$ cat src/rtl/mse_batch_ctrl.sv
`timescale 1ns/1ps
// mse_batch_ctrl
// Mean-squared-error sequencer for a batch of signed Q8.8 (prediction, target)
// pairs. Squared errors (Q8.8) are summed into a saturating ACC_W-bit
// accumulator, then divided by the batch length with a restoring divider
// (one quotient bit per cycle, MSB first). The Q8.8 mean is offered on a
// valid/ready output, saturated to 0x7FFF.
//
// Handshakes: a transfer happens on the rising edge where valid && ready are
// both high; the producer holds data stable while valid is high and ready is
// low; out_valid/loss/overflow stay stable until accepted.
//
// Ports:
//   clk, rst          clock (rising edge), asynchronous active-high reset
//   start, n_samples  begin a batch (IDLE only); batch length latched on start
//   busy              high in every state except IDLE
//   in_valid/in_ready sample stream, y_pred / y_true signed Q8.8
//   out_valid/out_ready, loss (Q8.8, >= 0), overflow (saturation marker)
//   dbg_state         current FSM state for observation
module mse_batch_ctrl #(
    parameter int CNT_W = 8,
    parameter int ACC_W = 40
) (
    input  logic             clk,
    input  logic             rst,
    input  logic             start,
    input  logic [CNT_W-1:0] n_samples,
    output logic             busy,
    input  logic             in_valid,
    output logic             in_ready,
    input  logic [15:0]      y_pred,
    input  logic [15:0]      y_true,
    output logic             out_valid,
    input  logic             out_ready,
    output logic [15:0]      loss,
    output logic             overflow,
    output logic [1:0]       dbg_state
);

    localparam int DIV_CW = $clog2(ACC_W + 1);

    typedef enum logic [1:0] {
        S_IDLE  = 2'd0,
        S_ACCUM = 2'd1,
        S_DIV   = 2'd2,
        S_DONE  = 2'd3
    } state_t;

    state_t              r_state;
    state_t              w_next;
    logic [CNT_W-1:0]    r_n;
    logic [CNT_W-1:0]    r_cnt;
    logic [ACC_W-1:0]    r_acc;      // sum during ACCUM, quotient during DIV
    logic                r_sat;
    logic [CNT_W-1:0]    r_rem;      // remainder is always < n, so CNT_W bits suffice
    logic [DIV_CW-1:0]   r_div_cnt;
    logic [15:0]         r_loss;
    logic                r_ovf;

    // Squared error datapath
    logic signed [16:0]  w_diff;
    logic signed [33:0]  w_diff_x;
    logic signed [33:0]  w_sq;
    logic [25:0]         w_e;
    logic [ACC_W:0]      w_sum;
    logic [ACC_W-1:0]    w_acc_next;
    logic                w_accept;
    logic                w_last;
    logic                w_div_done;

    // Restoring divider step
    logic [CNT_W:0]      w_rem_sh;
    logic                w_ge;
    logic [CNT_W:0]      w_rem_sub;
    logic                w_q_big;

    assign w_diff     = $signed({y_pred[15], y_pred}) - $signed({y_true[15], y_true});
    assign w_diff_x   = 34'(w_diff);
    assign w_sq       = w_diff_x * w_diff_x;   // |diff| <= 65535, so the square fits in 32 bits
    assign w_e        = w_sq[33:8];
    assign w_sum      = {1'b0, r_acc} + {{(ACC_W + 1 - 26){1'b0}}, w_e};
    assign w_acc_next = w_sum[ACC_W] ? {ACC_W{1'b1}} : w_sum[ACC_W-1:0];

    assign w_accept   = in_valid && in_ready;
    assign w_last     = w_accept && (r_cnt == r_n - 1'b1);
    assign w_div_done = (r_div_cnt == DIV_CW'(ACC_W));

    assign w_rem_sh   = {r_rem, r_acc[ACC_W-1]};
    assign w_ge       = (w_rem_sh >= {1'b0, r_n});
    assign w_rem_sub  = w_rem_sh - {1'b0, r_n};
    assign w_q_big    = |r_acc[ACC_W-1:15];

    // State register
    always_ff @(posedge clk or posedge rst) begin
        if (rst) r_state <= S_IDLE;
        else     r_state <= w_next;
    end

    // Next state and state-decoded outputs
    always_comb begin
        w_next    = r_state;
        busy      = 1'b1;
        in_ready  = 1'b0;
        out_valid = 1'b0;
        case (r_state)
            S_IDLE: begin
                busy = 1'b0;
                if (start) w_next = (n_samples == '0) ? S_DONE : S_ACCUM;
            end
            S_ACCUM: begin
                in_ready = 1'b1;
                if (w_last) w_next = S_DIV;
            end
            S_DIV: begin
                // ACC_W quotient-bit cycles, then one cycle to register the result
                if (w_div_done) w_next = S_DONE;
            end
            S_DONE: begin
                out_valid = 1'b1;
                if (out_ready) w_next = S_IDLE;
            end
            default: w_next = S_IDLE;
        endcase
    end

    // Datapath
    always_ff @(posedge clk or posedge rst) begin
        if (rst) begin
            r_n       <= '0;
            r_cnt     <= '0;
            r_acc     <= '0;
            r_sat     <= 1'b0;
            r_rem     <= '0;
            r_div_cnt <= '0;
            r_loss    <= '0;
            r_ovf     <= 1'b0;
        end else begin
            case (r_state)
                S_IDLE: begin
                    if (start) begin
                        r_n    <= n_samples;
                        r_cnt  <= '0;
                        r_acc  <= '0;
                        r_sat  <= 1'b0;
                        r_loss <= '0;
                        r_ovf  <= 1'b0;
                    end
                end
                S_ACCUM: begin
                    if (w_accept) begin
                        r_acc <= w_acc_next;
                        r_sat <= r_sat | w_sum[ACC_W];
                        r_cnt <= r_cnt + 1'b1;
                        if (w_last) begin
                            r_rem     <= '0;
                            r_div_cnt <= '0;
                        end
                    end
                end
                S_DIV: begin
                    if (!w_div_done) begin
                        // Dividend bits shift out of the top while quotient bits enter the bottom
                        r_acc     <= {r_acc[ACC_W-2:0], w_ge};
                        r_rem     <= w_ge ? w_rem_sub[CNT_W-1:0] : w_rem_sh[CNT_W-1:0];
                        r_div_cnt <= r_div_cnt + 1'b1;
                    end else begin
                        r_loss <= w_q_big ? 16'h7FFF : r_acc[15:0];
                        r_ovf  <= w_q_big | r_sat;
                    end
                end
                S_DONE: begin
                    if (out_ready) begin
                        r_loss <= '0;
                        r_ovf  <= 1'b0;
                    end
                end
                default: ;
            endcase
        end
    end

    assign loss      = r_loss;
    assign overflow  = r_ovf;
    assign dbg_state = r_state;

endmodule

$ cat config.mk
export PLATFORM = sky130hd
export DESIGN_NAME = mse_batch_ctrl
export DESIGN_NICKNAME = d
export VERILOG_FILES = /design/src/rtl/mse_batch_ctrl.sv
export SDC_FILE = /design/constraint.sdc
export NUM_CORES = 1
export LEC_CHECK = 0
export CORE_ASPECT_RATIO = 2
export CORE_MARGIN = 2
export CORE_UTILIZATION = 64
export CTS_CLUSTER_DIAMETER = 30
export DETAILED_ROUTE_END_ITERATION = 16
export PLACE_DENSITY = 0.83
export SLEW_MARGIN = 20
export SYNTH_ARGS = -nofsm -noshare
export SYNTH_HDL_FRONTEND = slang
export SYNTH_SLANG_ARGS = --single-unit
$ cat constraint.sdc
create_clock -name clk -period 3.24 [get_ports clk]
set_input_delay 0.648 -clock clk [delete_from_list [all_inputs] [get_ports clk]]
set_output_delay 0.648 -clock clk [all_outputs]
set_load 0.01 [all_outputs]
==> metrics, run 1 <==
Area Growth Syn to Fin=31.9%; Synth Area per Inst=8.83 um^2; Max-Cap Viols=0; Synth Warn #=0; CTS tree=yes; Worst Path Buf+Inv=12; Unique masters post-synth=82; Worst EP required=3490 ps; Setup violations, final=41; nets@finish=2,782; grt total ovfl=0; CP peak stage delay=about 560 ps; Crit. End Element=flop; WHS Endpoint=loss[0]; vias in the first global route=approximately 19k; DRT Wirelength=60,400 um; Synth Register Bits=90; antenna-violating nets left=0; Worst R2R Start=r_acc[0]; most frequent cell after synthesis=inv_1; ys flop type=dfrtp_1; worst-case clock buffer depth=2; syn nets=2,363; initial antenna violation count=0; Sink Count=90; GP Congestion=1.00; starting density of the core=0.651; status=finished with violations; synthesized cell area=16,800 um^2; pre-CTS setup slack=-8040 ps; DR pass1 iterations=5; slowest stage cell, crit path=fa_1; hold_buf cts=0; GR Util All Layers=0.437; filler cell count=1,336; synth top area cells=fa_1 32%, dfrtp_1 13%, ha_1 11%; Die Y-Extent=233 um; clock skew=roughly 11 ps; via density per instance=6.31; HP Class=flop to flop; hold wc startpoint=loss[0]; Yosys top cell area share=0.325; WP data arrival=10,610 ps; final-report hold violation count=0; Routed wire per std cell=22.7 um; cell family with most CP delay=adder cells; Slew HR=0.509; Detailed Route Iter0 Violations=about 1.4k; row cnt=83; core area=~26,000 um^2; Max FO, Critical Path=5; HPWL Detailed=42,800 um; hold depth=2; Worst Setup Path Type=input pin to flop; Mapped Cells=1,899; drt drc=0; layout cells sized above 1=0.271; crit start category=input pin; cell taking the most area after synthesis=fa_1; worst-margin pin slew=734 ps; worst r2r dst=r_acc[12]; CTS buffer count=9; min Tclk post-route=10,360 ps; first-pass GRT wire length=92,400 um; largest net degree at the start of global routing=45; CTS H-tree depth=3; RSZ-0062 raised after global routing=true; root buf cell=clkbuf_16; failing checks=negative setup slack; die area=27,600 um^2; f_max=96.5 MHz; clk slew on worst S/H paths=80 ps; Die Wd=118 um; Async S/R FF share, synth=1.00; detailed-route via count=roughly 17k; final setup margin=-7120 ps; Final period util=3.20; sequential fraction of the synthesis area=0.134; Ports=67; R2R Setup Slk=-290 ps; Slew Limit Fails=0; Ant. Diodes=0; most frequent cells after synthesis=371 x inv_1, 272 x fa_1, 169 x nand2_1; FF-to-FF path depth=15; Post-synth EDFFs=0; Clock Latency Late Sink=370 ps; port bufs=66
[how the worst max path moves through the flow]
stage / start / to / slack [ps] / cells after the start
2_1_floorplan: y_pred[0] / r_acc[35] / -6480 / 43
6_report: y_pred[0] / r_acc[12] / -7120 / 48
4_1_cts: y_pred[0] / r_acc[14] / -6780 / 49
3_3_place_gp: y_pred[0] / r_acc[30] / -7770 / 43
3_5_place_dp: y_pred[0] / r_acc[30] / -8040 / 43
5_1_grt: y_pred[0] / r_acc[12] / -7340 / 47
[worst min-delay path: cells and delay by family (launching register included)]
kind            cells  cell delay [ps]
compound gates      1               60
flops               1              350
simple gates        1               50
[placed cells by master, fill, tap and decap left out, drive strengths merged, types with 16 or more instances in the layout]
cell type        n
a21o            24
a21oi           91
a221o           23
buf            412
clkdlybuf4s50   46
dfrtp           90
fa             272
ha             147
inv            379
nand2          169
nand3           38
nand4           16
nor2           156
nor3            25
o21ai           91
xnor2           62
xor2            28
[area by class of cell]
type,instances,area (um^2),area share
clock buffers,10,239,0.0108
clock inverters,6,53.8,0.00243
inverters,376,1430,0.0645
multi-input cells,1367,13700,0.621
flip-flops and latches,90,2250,0.102
well taps,340,425,0.0192
repair buffers,474,3980,0.180
[flip-flops by register name, summed over array words and instances (netlist names), 2 cells and up]
| name | count |
|---|---|
| r_n | 8 |
| dbg_state | 2 |
| r_div_cnt | 6 |
| r_cnt | 8 |
| r_acc | 40 |
| r_rem | 8 |
| loss | 16 |
[per-stage QoR]
step	TNS (ps)	std cells	utilization	hold WS [ps]	cell area [um^2]
2_1_floorplan	-261030	1899	-	457	17100
3_3_place_gp	-314060	2595	0.802	465	20600
3_5_place_dp	-324390	2595	0.802	478	20600
4_1_cts	-271970	2649	0.847	495	21800
5_1_grt	-295350	2663	0.859	507	22100
6_report	-285030	2663	0.859	487	22100
[logic make-up after synthesis]
group	after synthesis	share of synthesized area
AO/OA/AOI/OAI	345	0.139
XOR/XNOR	90	0.0474
adder cells (fa/ha/maj)	419	0.434
buffers and inverters	442	0.100
flip-flops	90	0.134
multiplexers	11	0.00716
AND/OR/NAND/NOR	502	0.138
[layer usage]
metal / track usage / vias up / wire [um]
li1: - / 7004 / -
met1: 0.363 / 8035 / 16700
met2: 0.804 / 1161 / 31200
met3: 0.0833 / 603 / 4190
met4: 0.474 / 0 / 8240
met5: 0 / - / 0
[timing repair]
item / 4_1_cts / 5_1_grt
hold endpoints to repair: 0 / 0
pin swaps: 104 / 86
endpoints found under the setup margin: 41 / 41
buffers inserted: 36 / 18
resized for setup: 155 / 73
cloned: 3 / 0
Power of run 1 is not shown: default switching activity piles up to over one toggle a cycle in this logic, so the estimate is an artifact.
==> run 2: changes to the inputs <==
--- a/config.mk
+++ b/config.mk
@@ -7,10 +7,9 @@
 export LEC_CHECK = 0
 export CORE_ASPECT_RATIO = 2
 export CORE_MARGIN = 2
-export CORE_UTILIZATION = 64
+export CORE_UTILIZATION = 35
 export CTS_CLUSTER_DIAMETER = 30
 export DETAILED_ROUTE_END_ITERATION = 16
-export PLACE_DENSITY = 0.83
 export SLEW_MARGIN = 20
 export SYNTH_ARGS = -nofsm -noshare
 export SYNTH_HDL_FRONTEND = slang
==> run 2 against run 1 <==
Compared with the run above: the run still ends with negative setup slack left; core utilization decreased by 39 points; via count decreased by 12%; flip-flop and latch count unchanged; hold slack got worse by 9.7 ps; clock skew decreased by 4.5 ps; setup slack improved by 620 ps; critical path type unchanged; largest cell class unchanged.
==> metrics, run 2 (synthesized netlist as in run 1, its figures left out) <==
nets@finish=about 2.8k; DR pass1 iterations=4; HP Class=flop to flop; Setup violations, final=41; port bufs=66; crit start category=input pin; Routed wire per std cell=16.9 um; CP peak stage delay=530 ps; Largest Register=r_acc; Max FO, Critical Path=12; Max-Cap Viols=0; status=finished with violations; filler cell count=4,575; failing checks=negative setup slack; Die Wd=around 160 um; GP Congestion=between 0.9 and 1; layout cells sized above 1=0.257; stages on the worst setup path=43; Slew Limit Fails=0; min Tclk post-route=between 9000 and 10,000 ps; f_max=103 MHz; Die Y-Extent=314 um; Clock Latency Late Sink=360 ps; DRT Wirelength=49,500 um; Area Growth Syn to Fin=32.2%; commonest non-fill, non-tap cell in the layout=buf_4; Fin Setup TNS=-262,440 ps; Worst Path Buf+Inv=10; vias in the first global route=16.6k; final-report hold violation count=0; final setup margin=-6490 ps; CTS tree=yes; clk slew on worst S/H paths=60 ps; post-route insts no fill=2,928; die area=approximately 50,000 um^2; root buf cell=clkbuf_16; FF-to-FF path depth=13; Worst EP required=approximately 3500 ps; hold_buf cts=0; grt total ovfl=0; CTS H-tree depth=3; Crit. End Element=flop; CTS buffer count=9; Slew HR=0.460; GR Util All Layers=0.201; hold depth=2; HPWL Detailed=42,700 um; first-pass GRT wire length=between 80,000 and 90,000 um; antenna-violating nets left=0; pre-CTS setup slack=-7690 ps; most frequent cells in the layout=355 x buf_4, 350 x inv_1, 268 x fa_1; worst-case clock buffer depth=2; Worst Setup Path Type=input pin to flop; via density per instance=5.03; worst-margin pin slew=roughly 800 ps; placed insts=between 2k and 3k; clock skew=slightly below 7 ps; drt drc=0; starting density of the core=0.354; max reg flops=40; Detailed Route Iter0 Violations=488; RSZ-0062 raised after global routing=true; slowest stage cell, crit path=fa_1; row cnt=113; Ant. Diodes=0; Sink Count=90; CP most frequent cell=fa_1; Ports=67; initial antenna violation count=0; WP data arrival=around 10000 ps; detailed-route via count=14.7k; largest net degree at the start of global routing=66; cell family with most CP delay=adder cells; Final period util=3.00; core area=between 40,000 and 50,000 um^2
[run 2: cell types whose count changed in the layout (fill, tap and decap cells not counted), sizes merged]
cell / previous run / this run
clkinv: 2 / 5
buf: 412 / 385
bufinv: 0 / 2
inv: 379 / 374
clkinvlp: 1 / 0
clkbuf: 10 / 11
[run 2: what timing repair did]
| item | in CTS | in global routing |
|---|---|---|
| pin swaps | 55 | 61 |
| setup endpoints to repair | 41 | 41 |
| buffers inserted | 22 | 17 |
| gates resized for setup | 130 | 90 |
| cloned | 0 | 1 |
[run 2: final timing paths]
| kind | start | end | slack (ps) |
|---|---|---|---|
| hold / removal | loss[12] | loss[12] | 480 |
| setup / recovery | y_pred[0] | r_acc[35] | -6490 |
| min in group asynchronous | rst | loss[2] | 610 |
| setup reg to reg | r_acc[0] | r_acc[2] | 150 |
| max in group asynchronous | rst | r_acc[23] | 1900 |
| hold reg to reg | loss[12] | loss[12] | 480 |
[run 2: per-stage QoR]
step                      cell area, um^2  hold slack, ps  utilization
final                               22200             477        0.468
after global routing                22200             505        0.468
after CTS                           21700             485        0.458
after detailed placement            20900             470        0.440
after global placement              20900             469        0.440
after floorplan                     17100             457            -
[run 2: layer usage]
metal,GRT usage,up-vias,share of wire
met5,0,-,0
met4,0.137,0,0.079
li1,-,6933,-
met1,0.178,7313,0.32
met3,0.0125,160,0.019
met2,0.420,322,0.58
[run 2: worst register-to-register path: stages, from the launching register on]
cell      delay (ps)
dfrtp_1          400
ha_1             230
fa_1             390
a21o_1           170
a21oi_1          210
o21ai_0          150
o211ai_1         110
buf_4            200
a21boi_4         100
or3_4            390
nand3_4          110
buf_12           170
a21oi_2           80
a221o_1          280
[run 2: cell type report]
| type | count | area, um^2 | area share |
|---|---|---|---|
| inverters | 376 | 1440 | 0.0647 |
| repair buffers | 447 | 3640 | 0.164 |
| multi-input cells | 1367 | 13700 | 0.620 |
| clock inverters | 5 | 78.8 | 0.00355 |
| flip-flops and latches | 90 | 2250 | 0.102 |
| well taps | 632 | 791 | 0.0357 |
| clock buffers | 11 | 233 | 0.0105 |
Power of run 2 is left out for the same reason.
==> run 3: changes to the inputs <==
--- a/config.mk
+++ b/config.mk
@@ -5,11 +5,13 @@
 export SDC_FILE = /design/constraint.sdc
 export NUM_CORES = 1
 export LEC_CHECK = 0
+export ABC_AREA = 1
 export CORE_ASPECT_RATIO = 2
 export CORE_MARGIN = 2
 export CORE_UTILIZATION = 35
 export CTS_CLUSTER_DIAMETER = 30
 export DETAILED_ROUTE_END_ITERATION = 16
+export REMOVE_ABC_BUFFERS = 1
 export SLEW_MARGIN = 20
 export SYNTH_ARGS = -nofsm -noshare
 export SYNTH_HDL_FRONTEND = slang
==> constraint.sdc (replaced) <==
create_clock -name clk -period 8 [get_ports clk]
set_input_delay 1.6 -clock clk [delete_from_list [all_inputs] [get_ports clk]]
set_output_delay 1.6 -clock clk [all_outputs]
set_load 0.01 [all_outputs]
==> run 3 against run 2 <==
Compared with the run above: the run still ends with negative setup slack left; global-route usage increased by 2.8 points; highest routed layer unchanged; non-clock buffer count is 80 higher; critical path depth grew 9; final cell count increased by 25%; flip-flop and latch count unchanged; hold slack worse by 5.1 ps; setup slack improved by 4800 ps.
==> metrics, run 3 <==
GR Util met1=0.198; Post-synth EDFFs=0; largest net degree at the start of global routing=64; Max-Cap Viols=0; combined area of the multi-input logic cells=15,800 um^2; Yosys top cell area share=0.296; placed inst area=22,600 um^2; grt total ovfl=0; worst-case clock buffer depth=2; Detailed Route Iter0 Violations=648; synthesized cell area=18,400 um^2; Ports=67; grt peak-use layer=met2; WP data arrival=9920 ps; f_max=roughly 100 MHz; status=finished with violations; row cnt=118; cell family with most CP delay=adder cells; detailed-route via count=17.9k; sequential fraction of the synthesis area=0.123; die area=between 50,000 and 60,000 um^2; Setup violations, final=41; slowest stage cell, crit path=fa_1; antenna-violating nets left=0; Synth Register Bits=90; GP Congestion=0.965; synth top area cells=fa_1 30%, nand2_1 14%, dfrtp_1 12%; starting density of the core=0.355; Synth Area per Inst=between 7 and 8 um^2; HP Class=flop to flop; most frequent cell after synthesis=nand2_1; Routed wire per std cell=16.6 um; drt drc=0; Async S/R FF share, synth=1.00; root buf cell=clkbuf_16; CTS buffer count=9; worst-margin pin slew=876 ps; placed insts=3,574; RSZ-0062 raised after global routing=true; cell taking the most area after synthesis=fa_1; crit start category=input pin; DR pass1 iterations=5; min Tclk post-route=9660 ps; hold_buf cts=0; GR met3 Demand/Resource=0.0170; Area Growth Syn to Fin=40.2%; max reg flops=40; failing checks=negative setup slack; Max FO, Critical Path=4; most frequent cells after synthesis=695 x nand2_1, 551 x inv_1, 272 x fa_1; Sink Count=90; clock skew=7.37 ps; Ant. Diodes=0; Synth Warn #=0; port bufs=66; DRT Wirelength=61,100 um; Sequential Area=2250 um^2; filler cell count=4,952; Layout Utilization=0.497; Final Cell Area=25,800 um^2; HPWL Detailed=between 50,000 and 60,000 um; CP peak stage delay=550 ps; Unique masters post-synth=55; Mapped Cells=2,515; ys flop type=dfrtp_1; layout cells sized above 1=0.301; commonest non-fill, non-tap cell in the layout=nand2_1; most frequent cells in the layout=609 x nand2_1, 495 x inv_1, 405 x buf_4; Final period util=1.21; CP most frequent cell=nand2_1; Worst Path Buf+Inv=13; core area=51,800 um^2; initial antenna violation count=0; Crit. End Element=flop; vias in the first global route=between 20k and 25k; GR Util All Layers=0.229; Fin Setup TNS=-65,430 ps; Clock Latency Late Sink=360 ps; final-report hold violation count=0; nets@finish=3,469; Die Wd=166 um; clk slew on worst S/H paths=~70 ps; Largest Register=r_acc; Slew Limit Fails=0; Worst Setup Path Type=input pin to flop; met2 Use GR=0.469; Worst EP required=8250 ps; CTS H-tree depth=3; post-route insts no fill=3,670; final setup margin=-1660 ps; CTS tree=yes; via density per instance=4.88; Die Y-Extent=328 um; first-pass GRT wire length=99,400 um; Slew HR=0.416
-- run 3: cell types whose count changed after synthesis, moves of 11 or more --
cell,before,now
nand2_1,169,695
inv_1,371,551
nand3_1,37,110
nor2_1,156,210
xnor2_1,62,24
xor2_1,27,54
a221o_1,23,0
clkbuf_1,53,31
o21ai_0,87,70
a21o_1,24,9
nand2b_1,15,0
nor2b_1,11,0
-- run 3: worst paths after layout --
check	to	slack, ps	depth (start not counted)	start
max	r_acc[37]	-1660	52	y_true[8]
min	r_div_cnt[5]	470	2	r_div_cnt[5]
max reg2reg	r_cnt[6]	5090	14	dbg_state[1]
min reg2reg	r_div_cnt[5]	470	2	r_div_cnt[5]
max in group asynchronous	r_acc[21]	5160	3	rst
min in group asynchronous	loss[3]	1570	2	rst
-- run 3: kinds of logic after synthesis --
group           after synthesis  share of synthesized area
flops                        90                      0.123
compound gates              208                     0.0638
xor+xnor                     81                     0.0398
fa+ha+maj                   419                      0.396
buf+inv                     608                      0.127
simple gates               1109                      0.250
-- run 3: worst reg2reg max path, cell delays in order, from the launching register on --
cell	delay [ps]
dfrtp_1	460
inv_1	160
ha_2	180
buf_4	480
inv_1	330
o21ai_0	210
inv_1	140
o21ai_0	140
inv_1	180
nand2_1	90
nor2_1	60
nand3_1	100
nor2_1	70
xnor2_1	140
nor2_1	50
-- run 3: timing repair --
item | 4_1_cts | 5_1_grt
buffers inserted | 60 | 16
endpoints found under the setup margin | 41 | 41
gates cloned | 3 | 2
pin swaps | 193 | 81
gates resized for setup | 487 | 101
-- run 3: final cells by class --
type | count | share of cell area
Clock buffer | 9 | 0.00875
Clock inverter | 7 | 0.00262
Inverter | 560 | 0.0834
Multi-Input combinational cell | 1817 | 0.612
Sequential cell | 90 | 0.0875
Tap cell | 660 | 0.0321
Timing Repair Buffer | 527 | 0.174
-- run 3: per-layer routing --
layer  vias to the layer above  wire [um]
met4                         0       6190
met1                      8611      18200
met5                         -          0
li1                       8553          -
met2                       477      35100
met3                       280       1560
-- run 3: stage by stage --
stage / hold WS, ps / worst slack [ps]
2_1_floorplan: 442 / -1800
3_3_place_gp: 456 / -3040
3_5_place_dp: 460 / -3050
4_1_cts: 477 / -1460
5_1_grt: 521 / -2030
6_report: 472 / -1660
Power of run 3 is left out for the same reason.
